**config.mk**
```make
export PLATFORM = sky130hd
export DESIGN_NAME = lsu_ctrl
export DESIGN_NICKNAME = d
export VERILOG_FILES = /design/src/rtl/lsu_ctrl.sv
export SDC_FILE = /design/constraint.sdc
export NUM_CORES = 1
export LEC_CHECK = 0
export ABC_AREA = 1
export CAP_MARGIN = 30
export CELL_PAD_IN_SITES_DETAIL_PLACEMENT = 1
export CELL_PAD_IN_SITES_GLOBAL_PLACEMENT = 2
export CORE_UTILIZATION = 25
export CTS_CLUSTER_SIZE = 20
export DETAILED_ROUTE_END_ITERATION = 16
export PLACE_DENSITY = 0.95
export SKIP_CTS_REPAIR_TIMING = 1
export SLEW_MARGIN = 10
export SYNTH_ARGS = -nofsm -noshare
export SYNTH_HDL_FRONTEND = slang
export SYNTH_SLANG_ARGS = --single-unit
```
**constraint.sdc**
```tcl
create_clock -name clk -period 2.8 [get_ports clk]
set_input_delay 0.28 -clock clk [delete_from_list [all_inputs] [get_ports clk]]
set_output_delay 0.28 -clock clk [all_outputs]
set_load 0.05 [all_outputs]
```
**src/rtl/lsu_ctrl.sv**
```systemverilog
// lsu_ctrl: one-at-a-time load/store unit bridging the MEM stage to a req/ack data bus.
// Build option `LSU_SPLIT_EN: word-crossing misaligned accesses run as two bus beats.
module lsu_ctrl #(
  parameter int DATA_W = 32,
  parameter int ADDR_W = 32
) (
  input  logic                clk,
  input  logic                reset,
  input  logic                req_valid,
  input  logic [1:0]          req_size,
  input  logic                req_unsigned,
  input  logic                req_write,
  input  logic [ADDR_W-1:0]   req_addr,
  input  logic [DATA_W-1:0]   req_wdata,
  output logic                req_ready,
  output logic                stall,
  output logic                rsp_valid,
  output logic [DATA_W-1:0]   rsp_data,
  output logic                rsp_exc,
  output logic [1:0]          rsp_exc_code,
  output logic [ADDR_W-1:0]   exc_addr,
  output logic                mem_req,
  output logic                mem_we,
  output logic [ADDR_W-1:0]   mem_addr,
  output logic [DATA_W/8-1:0] mem_be,
  output logic [DATA_W-1:0]   mem_wdata,
  input  logic                mem_ack,
  input  logic [DATA_W-1:0]   mem_rdata,
  output logic [1:0]          fsm_state
);
  localparam int NB    = DATA_W / 8;
  localparam int OFF_W = $clog2(NB);

  localparam logic [1:0] S_IDLE = 2'd0;
  localparam logic [1:0] S_BUS  = 2'd1;
  localparam logic [1:0] S_BUS2 = 2'd2;
  localparam logic [1:0] S_RESP = 2'd3;

  // Handshake: a request is taken on a rising edge where req_valid && req_ready;
  // the bus beat completes on a rising edge where mem_req && mem_ack.
  logic [1:0]        state;
  logic [1:0]        size_q;
  logic              uns_q;
  logic [OFF_W-1:0]  off_q;

  logic [3:0]        nbytes;
  logic [OFF_W-1:0]  req_off;
  logic              illegal;
  logic [DATA_W-1:0] rep_wdata;
  logic [DATA_W-1:0] place_wdata;
  logic [DATA_W-1:0] load_raw;
  logic [DATA_W-1:0] load_ext;
  logic              msb;
  int                ext_bits;

`ifdef LSU_SPLIT_EN
  logic [2*NB-1:0]   wide_be;
  logic [NB-1:0]     be_hi_q;
  logic [DATA_W-1:0] beat0_q;
  logic              split_q;
  logic [2*DATA_W-1:0] wide_rd;
`else
  logic              misaligned;
  logic [NB-1:0]     req_be;
`endif

  assign req_ready = (state == S_IDLE);
  assign stall     = (state != S_IDLE);
  assign rsp_valid = (state == S_RESP);
  assign mem_req   = (state == S_BUS) || (state == S_BUS2);
  assign fsm_state = state;

  always_comb begin
    nbytes  = 4'd1 << req_size;
    req_off = req_addr[OFF_W-1:0];
    illegal = (DATA_W == 32) && (req_size == 2'd3);
    case (req_size)
      2'd0:    rep_wdata = {NB{req_wdata[7:0]}};
      2'd1:    rep_wdata = {(NB/2){req_wdata[15:0]}};
      2'd2:    rep_wdata = {(NB/4){req_wdata[31:0]}};
      default: rep_wdata = req_wdata;
    endcase
`ifdef LSU_SPLIT_EN
    wide_be = '0;
    for (int i = 0; i < NB; i++) wide_be[i] = (i < int'(nbytes));
    wide_be = wide_be << req_off;
    // Rotating the replicated pattern puts field byte 0 in the start lane for any offset.
    place_wdata = (rep_wdata << {req_off, 3'b000}) |
                  (rep_wdata >> (DATA_W - 8 * int'(req_off)));
`else
    misaligned = (req_addr[2:0] & (nbytes[2:0] - 3'd1)) != 3'd0;
    req_be = '0;
    for (int i = 0; i < NB; i++) req_be[i] = (i < int'(nbytes));
    req_be = req_be << req_off;
    place_wdata = rep_wdata;
`endif
  end

  always_comb begin
`ifdef LSU_SPLIT_EN
    wide_rd  = split_q ? {mem_rdata, beat0_q} : {{DATA_W{1'b0}}, mem_rdata};
    load_raw = DATA_W'(wide_rd >> {off_q, 3'b000});
`else
    load_raw = mem_rdata >> {off_q, 3'b000};
`endif
    ext_bits = 8 << size_q;
    if (ext_bits > DATA_W) ext_bits = DATA_W;
    case (size_q)
      2'd0:    msb = load_raw[7];
      2'd1:    msb = load_raw[15];
      2'd2:    msb = load_raw[31];
      default: msb = load_raw[DATA_W-1];
    endcase
    load_ext = load_raw;
    for (int i = 0; i < DATA_W; i++)
      if (i >= ext_bits) load_ext[i] = uns_q ? 1'b0 : msb;
  end

  always_ff @(posedge clk) begin
    if (!reset) begin
      state        <= S_IDLE;
      size_q       <= '0;
      uns_q        <= 1'b0;
      off_q        <= '0;
      rsp_data     <= '0;
      rsp_exc      <= 1'b0;
      rsp_exc_code <= 2'b00;
      exc_addr     <= '0;
      mem_we       <= 1'b0;
      mem_addr     <= '0;
      mem_be       <= '0;
      mem_wdata    <= '0;
`ifdef LSU_SPLIT_EN
      be_hi_q      <= '0;
      beat0_q      <= '0;
      split_q      <= 1'b0;
`endif
    end else begin
      case (state)
        S_IDLE: if (req_valid) begin
          size_q       <= req_size;
          uns_q        <= req_unsigned;
          off_q        <= req_off;
          rsp_data     <= '0;
          rsp_exc      <= 1'b0;
          rsp_exc_code <= 2'b00;
          if (illegal) begin
            state        <= S_RESP;
            rsp_exc      <= 1'b1;
            rsp_exc_code <= 2'b10;
            exc_addr     <= req_addr;
`ifndef LSU_SPLIT_EN
          end else if (misaligned) begin
            state        <= S_RESP;
            rsp_exc      <= 1'b1;
            rsp_exc_code <= 2'b01;
            exc_addr     <= req_addr;
`endif
          end else begin
            state     <= S_BUS;
            mem_we    <= req_write;
            mem_addr  <= {req_addr[ADDR_W-1:OFF_W], {OFF_W{1'b0}}};
            mem_wdata <= place_wdata;
`ifdef LSU_SPLIT_EN
            mem_be    <= wide_be[NB-1:0];
            be_hi_q   <= wide_be[2*NB-1:NB];
            split_q   <= |wide_be[2*NB-1:NB];
`else
            mem_be    <= req_be;
`endif
          end
        end
        S_BUS: if (mem_ack) begin
`ifdef LSU_SPLIT_EN
          if (split_q) begin
            state    <= S_BUS2;
            beat0_q  <= mem_rdata;
            mem_addr <= mem_addr + ADDR_W'(NB);
            mem_be   <= be_hi_q;
          end else begin
            state    <= S_RESP;
            rsp_data <= mem_we ? '0 : load_ext;
          end
`else
          state    <= S_RESP;
          rsp_data <= mem_we ? '0 : load_ext;
`endif
        end
`ifdef LSU_SPLIT_EN
        S_BUS2: if (mem_ack) begin
          state    <= S_RESP;
          rsp_data <= mem_we ? '0 : load_ext;
        end
`endif
        S_RESP:  state <= S_IDLE;
        default: state <= S_IDLE;
      endcase
    end
  end
endmodule

```
# After elaboration in Yosys (flattened, before gate mapping)
# Index checks and enable logic that the tools add are counted.
# word_totals
regBits	141
in_bits	104
output_inout_bits	142
word_cells	129
# classes
n_addsub	1
order_cmp	37
n_eq_ne	8
shifts	4
muxes	51
n_bitwise	3
n_reduce_logical	13
# ops
operator	n
6-bit by 32-bit >= comparator with 1-bit output (first input constant)	16
5-bit by 32-bit >= comparator with 1-bit output (first input constant)	8
32-bit two-way mux	6
4-bit by 32-bit >= comparator with 1-bit output (first input constant)	4
32-bit case mux with 2 select lines	2
3-bit by 32-bit >= comparator with 1-bit output (first input constant)	2
1-bit two-way mux	36
1-bit by 32-bit >= comparator with 1-bit output (first input constant)	1
2-bit by 32-bit >= comparator with 1-bit output (first input constant)	1
32-bit by 7-bit greater-than comparator with 1-bit output (second input constant)	1
4-bit by 2-bit << shifter with 32-bit output (first input constant)	1
32-bit by 5-bit >> shifter with 32-bit output	1
2-bit two-way mux	5
1-bit by 4-bit < comparator with 1-bit output (first input constant)	2
2-bit by 4-bit < comparator with 1-bit output (first input constant)	2
2-bit by 1-bit == test with 1-bit output (second input constant)	3
2-bit == test (second input constant)	3
2-bit zero test	3
3-bit AND reduction	2
2-bit nonzero test	3
2-bit != test (second input constant)	2
2-bit case mux with 2 select lines	1
2-bit AND reduction	2
4-bit AND reduction	1
8 further kinds	9

# Depth between registers and ports, before layout
# Gate-level depths: netlist of the first run.
# logic_depth
word_depth	8
depth_mapped	11

# Least setup slack after synthesis of the first run
# OpenSTA, ideal clock, no wires.
# synth_timing
path_kind	register -> register
from	register state[1] (netlist: fsm_state[1])
to	register rsp_data[6]
setup_ns	0.122
arrival_time_ns	2.509
required_time_ns	2.678
path_slack_ns	0.169
path_stages_with_launch	10
n_path_buf	1
synth_period_minus_slack_ns	2.631
path_cell_list	dfxtp_1 > inv_1 > ha_1 > inv_1 > or2_1 > nand4_2 > inv_1 > buf_6 > o211ai_1 > a21oi_1
# synth_via
elab_chain_len	3
elab_cells_between_ends	7
cone_classes	3 x eq/ne; 1 x mux; 3 x reduce/logical
# synth_rtl
element	line_no	text
start, declared	41	logic [1:0] state;
start signal, assigned	121	state <= S_IDLE;
start signal, assigned	148	state <= S_RESP;
start signal, assigned	154	state <= S_RESP;
2-bit zero test (*)	-	
named net req_ready	15	output logic req_ready,
2-bit != test (no line) / 2-bit nonzero test (equally long branches)	-	
3-bit AND reduction (no line)	-	
end signal, assigned	186	rsp_data <= mem_we ? '0 : load_ext;
end, declared	18	output logic [DATA_W-1:0] rsp_data,
# The timed path passes the listed nets; every way through them passes the cells marked *.
# A chain may end at the register's enable or synchronous reset.

# Worst setup path after layout of the first run
# layout_timing
from	register state[0] (netlist: fsm_state[0])
to	output port stall
# layout_via
elab_chain_len	1
# layout_rtl
element	line_no	text
2-bit nonzero test	68	assign stall = (state != S_IDLE);
end, declared	16	output logic stall,
# Every way passes these cells.

==> results of run 1 <==
[state kept, by name, summed over array words and instances (netlist names)]
register / flops
mem_we: 1
uns_q: 1
mem_wdata: 32
rsp_exc: 1
mem_be: 4
mem_addr: 30
fsm_state: 2
size_q: 2
rsp_data: 32
exc_addr: 32
off_q: 2
rsp_exc_code: 2
[layer usage]
metal | track usage [%] | vias to the layer above
li1 | - | 3304
met1 | 23.7 | 3085
met2 | 29.2 | 180
met3 | 3.64 | 23
met4 | 5.93 | 0
met5 | 0 | -
[cell type report]
| type | instances | area share [%] |
|---|---|---|
| multi-input combinational | 634 | 30.2 |
| sequential | 141 | 29.6 |
| timing repair buffer | 261 | 27.3 |
| clock buffer | 17 | 4.46 |
| tap | 324 | 4.25 |
| clock inverter | 15 | 2.34 |
| inverter | 47 | 1.90 |
[logic make-up (layout without fill, tap and decap cells)]
| kind of cell | after synthesis | after routing | synth area share [%] |
|---|---|---|---|
| and+or+nand+nor | 406 | 406 | 26.2 |
| AOI/OAI and AO/OA | 221 | 221 | 18.9 |
| DFF | 141 | 141 | 45.3 |
| buffers and inverters | 107 | 340 | 8.54 |
| adders and majority gates | 5 | 5 | 1.00 |
| other | 1 | 2 | 0.0602 |
[worst max-delay path, cell delays in order (launching register included)]
cell	delay [ns]
dfxtp_1	0.47
inv_1	0.08
ha_1	0.34
inv_1	0.15
clkdlybuf4s50_1	0.81
[path summary, 6_finish.rpt]
path / startpoint / end / slack [ns] / depth (start not counted)
worst max register to register: fsm_state[0] / mem_wdata[9] / 0.48 / 9
worst min-delay path: reset / mem_addr[9] / 0.21 / 3
worst max-delay path: fsm_state[0] / stall / 0.26 / 4
worst min register to register: rsp_data[27] / rsp_data[27] / 0.47 / 2
[cell usage after synthesis]
library cell	count	area share, %
nor2_1	194	12
nand2_1	163	9.8
dfxtp_1	141	45
o21ai_0	128	10
a21oi_1	67	5.4
nand3_1	40	3.2
inv_1	39	2.3
buf_2	21	1.7
clkbuf_1	20	1.2
o211ai_1	14	1.7
buf_6	10	1.8
o22ai_1	8	0.80
buf_4	5	0.60
ha_1	5	1.0
inv_2	4	0.24
buf_1	3	0.18
clkinv_1	3	0.18
nand2_2	2	0.20
nor2_4	2	0.36
a21oi_4	1	0.26
a31oi_1	1	0.10
conb_1	1	0.060
dlygate4sd1_1	1	0.14
inv_6	1	0.14
nand3_2	1	0.16
nand3_4	1	0.28
nand4_2	1	0.20
o21ai_2	1	0.14
o21ai_4	1	0.26
or2_1	1	0.10
or2_4	1	0.14
[report_power, final]
| group | internal [uW] | switching, uW | leakage, uW | total, uW |
|---|---|---|---|---|
| sequential | 2330 | 212 | 0.00115 | 2550 |
| combinational | 1130 | 2470 | 0.00219 | 3600 |
| clock | 1460 | 1020 | 0.000316 | 2480 |
[per-stage QoR]
step	utilization, %	instances	worst slack [ns]
global placement	36.4	1407	0.364
detailed placement	36.4	1407	0.287
finish	39.1	1439	0.261
floorplan	-	882	0.169
CTS	39.1	1439	0.251
global route	39.1	1439	0.173
==> metrics.md, run 1 <==
| Metric | Value |
|---|---|
| Status | `finished, final reports clean` |
| Worst Clk Skew | `0.0111 ns` |
| Final Cycle Share | `90.7%` |
| Seq/Total Area, Yosys | `45.3%` |
| ANT nets after route | `0` |
| Arrival @ worst endpoint | `roughly 2.3 ns` |
| Highest clock rate | `394 MHz` |
| Placer Congestion | `between 0.8 and 0.9` |
| Routed length per placed instance | `16.0 um` |
| DP HPWL | `16900 um` |
| Pwr Total | `8620 uW` |
| Worst setup SP type | `flop` |
| Num CTS Buffers | `17` |
| Initial antenna violation count | `0` |
| Reg area | `0.00282 mm^2` |
| Yosys warns | `0` |
| Worst setup EP type | `primary output` |
| Fin crit period | `around 2.5 ns` |
| Fillers | `2977` |
| First-pass GRT wire length | `36100 um` |
| Total of max-cap violations | `0` |
| Layout cells sized above 1 | `6.01%` |
| Top layer in use | `met4` |
| Placeable Area | `0.0244 mm^2` |
| HP Class | `in -> reg` |
| Critical path peak fanout | `5` |
| Total track usage | `18.0%` |
| Least-Margin Pin Slew | `around 0.9 ns` |
| Met2 Routed Length | `10800 um` |
| Placed instance area | `approximately 0.0089 mm^2` |
| CTS tree | `yes` |
| I/O pin cnt | `246` |
| Most common cell after layout, fill and taps aside | `clkdlybuf4s50_1` |
| Routed length on met3 | `1180 um` |
| Vias in the first global route | `6453` |
| DR vias | `6592` |
| Area growth from synthesis to final layout | `53.1%` |
| Kind of critical path | `reg -> out` |
| Post-Route WL | `23100 um` |
| # rows | `57` |
| Chip width | `160 um` |
| # nets final | `roughly 1200` |
| Power per cell area | `904 mW/mm^2` |
| Worst skew pair latency | `0.42 ns` |
| Initial DRC count | `393` |
| GR Overflow Total | `0` |
| Final instance area | `0.00954 mm^2` |
| Unique masters post-synth | `31` |
| RSZ-0062 raised after global routing | `false` |
| Fin. Hold Viols | `0` |
| Vias per std cell | `4.58` |
| Multi-input gate area | `between 0.002 and 0.003 mm^2` |
| Die height | `160 um` |
| Post-Syn Area | `0.00623 mm^2` |
| Starting Density | `between 20% and 30%` |
| CTS max path bufs | `2` |
| Largest net degree at the start of global routing | `61` |
| CTS Root Buffer Type | `clkbuf_16` |
| Slew headroom | `40.1%` |
| Setup TNS | `0 ns` |
| Avg Cell Area, Syn | `~7 um^2` |
| Critical Path RT | `2.52 ns` |
| Most frequent cells in the layout | `clkdlybuf4s50_1 (242), nor2_1 (194), nand2_1 (163)` |
| Synth Instances | `between 800 and 900` |
| Yosys reg bits | `141` |
| Final setup fails | `0` |
| Final hold slack | `0.209 ns` |
| Worst-path clk slew | `0.06 ns` |
| DRC Markers | `0` |
| Die ar. | `0.0256 mm^2` |
| Met1 Wirelength | `10700 um` |
| CTS HTree Levels | `4` |
| LEAKAGE | `0.00366 uW` |
| Clk sinks | `141` |
| # diodes | `0` |
| Final slew viol count | `0` |
| Peak supply drop | `between 0.0004 and 0.0005 V` |
| Drt pass-1 iters | `5` |
| PortBufs | `243` |
Note: power is estimated with default switching activity, not from simulation.
==> run 2: changes to the inputs <==
--- a/config.mk
+++ b/config.mk
@@ -9,10 +9,10 @@
 export CAP_MARGIN = 30
 export CELL_PAD_IN_SITES_DETAIL_PLACEMENT = 1
 export CELL_PAD_IN_SITES_GLOBAL_PLACEMENT = 2
-export CORE_UTILIZATION = 25
+export CORE_UTILIZATION = 21
 export CTS_CLUSTER_SIZE = 20
 export DETAILED_ROUTE_END_ITERATION = 16
-export PLACE_DENSITY = 0.95
+export PLACE_DENSITY = 0.89
 export SKIP_CTS_REPAIR_TIMING = 1
 export SLEW_MARGIN = 10
 export SYNTH_ARGS = -nofsm -noshare
==> constraint.sdc (replaced) <==
create_clock -name clk -period 2.2 [get_ports clk]
set_input_delay 0.22 -clock clk [delete_from_list [all_inputs] [get_ports clk]]
set_output_delay 0.22 -clock clk [all_outputs]
set_load 0.05 [all_outputs]
==> metrics.md, run 2 (same netlist as run 1, synthesis figures left out) <==
| Metric | Value |
|---|---|
| Vias per std cell | `4.39 (-4.3%)` |
| Fin. Hold Viols | `0 (unchanged)` |
| Most common cell after layout, fill and taps aside | `clkdlybuf4s50_1` |
| Num CTS Buffers | `17 (unchanged)` |
| LEAKAGE | `0.00377 uW (+3.1%)` |
| Placeable Area | `0.0289 mm^2 (+19%)` |
| Worst-path clk slew | `0.07 ns (about the same)` |
| Pwr Total | `11100 uW (+28%)` |
| Fillers | `3463 (+16%)` |
| HP Class | `in -> reg` |
| Worst Slack Setup Final | `0.0727 ns (-0.188 ns)` |
| # nets final | `1228 (+1.4%)` |
| Placed instance area | `0.00919 mm^2 (+3.3%)` |
| Die height | `174 um (+9.0%)` |
| CTS HTree Levels | `4 (unchanged)` |
| Vias in the first global route | `6753 (+4.6%)` |
| Total track usage | `15.7% (-2.3 points)` |
| CP max-delay cell | `clkdlybuf4s50_1` |
| Critical Path RT | `1.98 ns (-0.54 ns)` |
| GR Overflow Total | `0 (unchanged)` |
| Initial DRC count | `266 (-32%)` |
| Worst setup SP type | `flop` |
| Highest clock rate | `470 MHz` |
| CTS max path bufs | `2 (unchanged)` |
| Critical path peak fanout | `5 (unchanged)` |
| CTS tree | `yes` |
| Final instance area | `0.00982 mm^2 (+2.9%)` |
| Largest net degree at the start of global routing | `95 (+56%)` |
| Cell chain of the critical path | `inv_1, ha_4, clkdlybuf4s50_1` |
| DR vias | `6657 (+0.99%)` |
| Routed length per placed instance | `15.8 um (-1.6%)` |
| DRC Markers | `0 (unchanged)` |
| RSZ-0062 raised after global routing | `false` |
| Total of max-cap violations | `0 (unchanged)` |
| Final setup fails | `0 (unchanged)` |
| Drt pass-1 iters | `4 (-1)` |
| Worst setup EP type | `primary output` |
| Area growth from synthesis to final layout | `57.6%` |
| Kind of critical path | `reg -> out` |
| Arrival @ worst endpoint | `1.91 ns (-0.35 ns)` |
| Die ar. | `0.0304 mm^2 (+19%)` |
| Place WS | `-0.139 ns (-0.426 ns)` |
| ANT nets after route | `0 (unchanged)` |
| Peak supply drop | `0.000521 V (+12%)` |
| Final Cycle Share | `96.7%` |
| DP HPWL | `17800 um (+5.3%)` |
| Clk sinks | `141 (unchanged)` |
| Worst Clk Skew | `0.0103 ns (-0.000764 ns)` |
| First-pass GRT wire length | `37200 um (+2.9%)` |
| CTS Root Buffer Type | `clkbuf_16` |
| PortBufs | `243 (unchanged)` |
| Placer Congestion | `0.793 (-2.2%)` |
| Max incr delay on CP | `0.82 ns (about the same)` |
| Starting Density | `21.5% (-4.0 points)` |
| I/O pin cnt | `246 (unchanged)` |
| Chip width | `174 um (+9.0%)` |
| Layout cells sized above 1 | `7.77% (+1.8 points)` |
| Least-Margin Pin Slew | `0.866 ns (-0.0297 ns)` |
| Fin crit period | `~2.1 ns` |
| # rows | `62 (+8.8%)` |
| Slew headroom | `42.0% (+2.0 points)` |
| Initial antenna violation count | `2 (+2)` |
| Power per cell area | `1130 mW/mm^2 (+25%)` |
| Largest regs | `exc_addr x32, mem_wdata x32, rsp_data x32` |
| Post-Route WL | `23900 um (+3.8%)` |
| Worst skew pair latency | `0.42 ns (about the same)` |
| Most frequent cells in the layout | `clkdlybuf4s50_1 (240), nor2_1 (194), nand2_1 (163)` |
| Final core occ | `33.9% (-5.2 points)` |
| Final slew viol count | `0 (unchanged)` |
| Status | `finished, final reports clean` |
run 2: power by group:
| part | switching [uW] | internal [uW] | leakage, uW |
|---|---|---|---|
| clock network | 1340 | 1740 | 0.000301 |
| logic | 3180 | 1570 | 0.00232 |
| registers | 266 | 2970 | 0.00115 |
run 2: final cells by class:
| type | count | area (um^2) | share of cell area, % |
|---|---|---|---|
| diodes | 2 | 5.00 | 0.0510 |
| clock buffers | 17 | 425 | 4.33 |
| repair buffers | 278 | 2810 | 28.6 |
| flip-flops and latches | 141 | 2830 | 28.8 |
| clock inverters | 15 | 195 | 1.99 |
| inverters | 47 | 185 | 1.89 |
| multi-input cells | 634 | 2890 | 29.5 |
| well taps | 384 | 480 | 4.89 |
run 2: critical path, delay by kind of cell, from the launching register on:
kind / cells / cell delay, ns
adders and majority gates: 1 / 0.21
DFF: 1 / 0.34
buffers and inverters: 2 / 0.94
run 2: final timing paths:
kind	start	endpoint	slack, ns	depth (start not counted)
worst min-delay path	reset	mem_be[0]	0.33	4
worst max-delay path	fsm_state[1]	req_ready	0.07	3
worst min register to register	rsp_data[21]	rsp_data[21]	0.47	2
worst max register to register	fsm_state[1]	rsp_data[17]	0.32	9
run 2: layer usage:
| layer | track usage, % | vias to the layer above | wire length (um) |
|---|---|---|---|
| met4 | 5.23 | 0 | 348 |
| met3 | 3.50 | 17 | 1170 |
| li1 | - | 3344 | - |
| met1 | 20.2 | 3127 | 11200 |
| met2 | 25.8 | 169 | 11200 |
| met5 | 0 | - | 0 |
run 2: through the flow:
stage               TNS [ns]  std cells  hold WS, ns
floorplan                  0        882        0.365
global placement     -0.0130       1484        0.449
detailed placement     -4.83       1484        0.457
CTS                 -0.00676       1516        0.323
global route               0       1518        0.357
finish                     0       1518        0.326
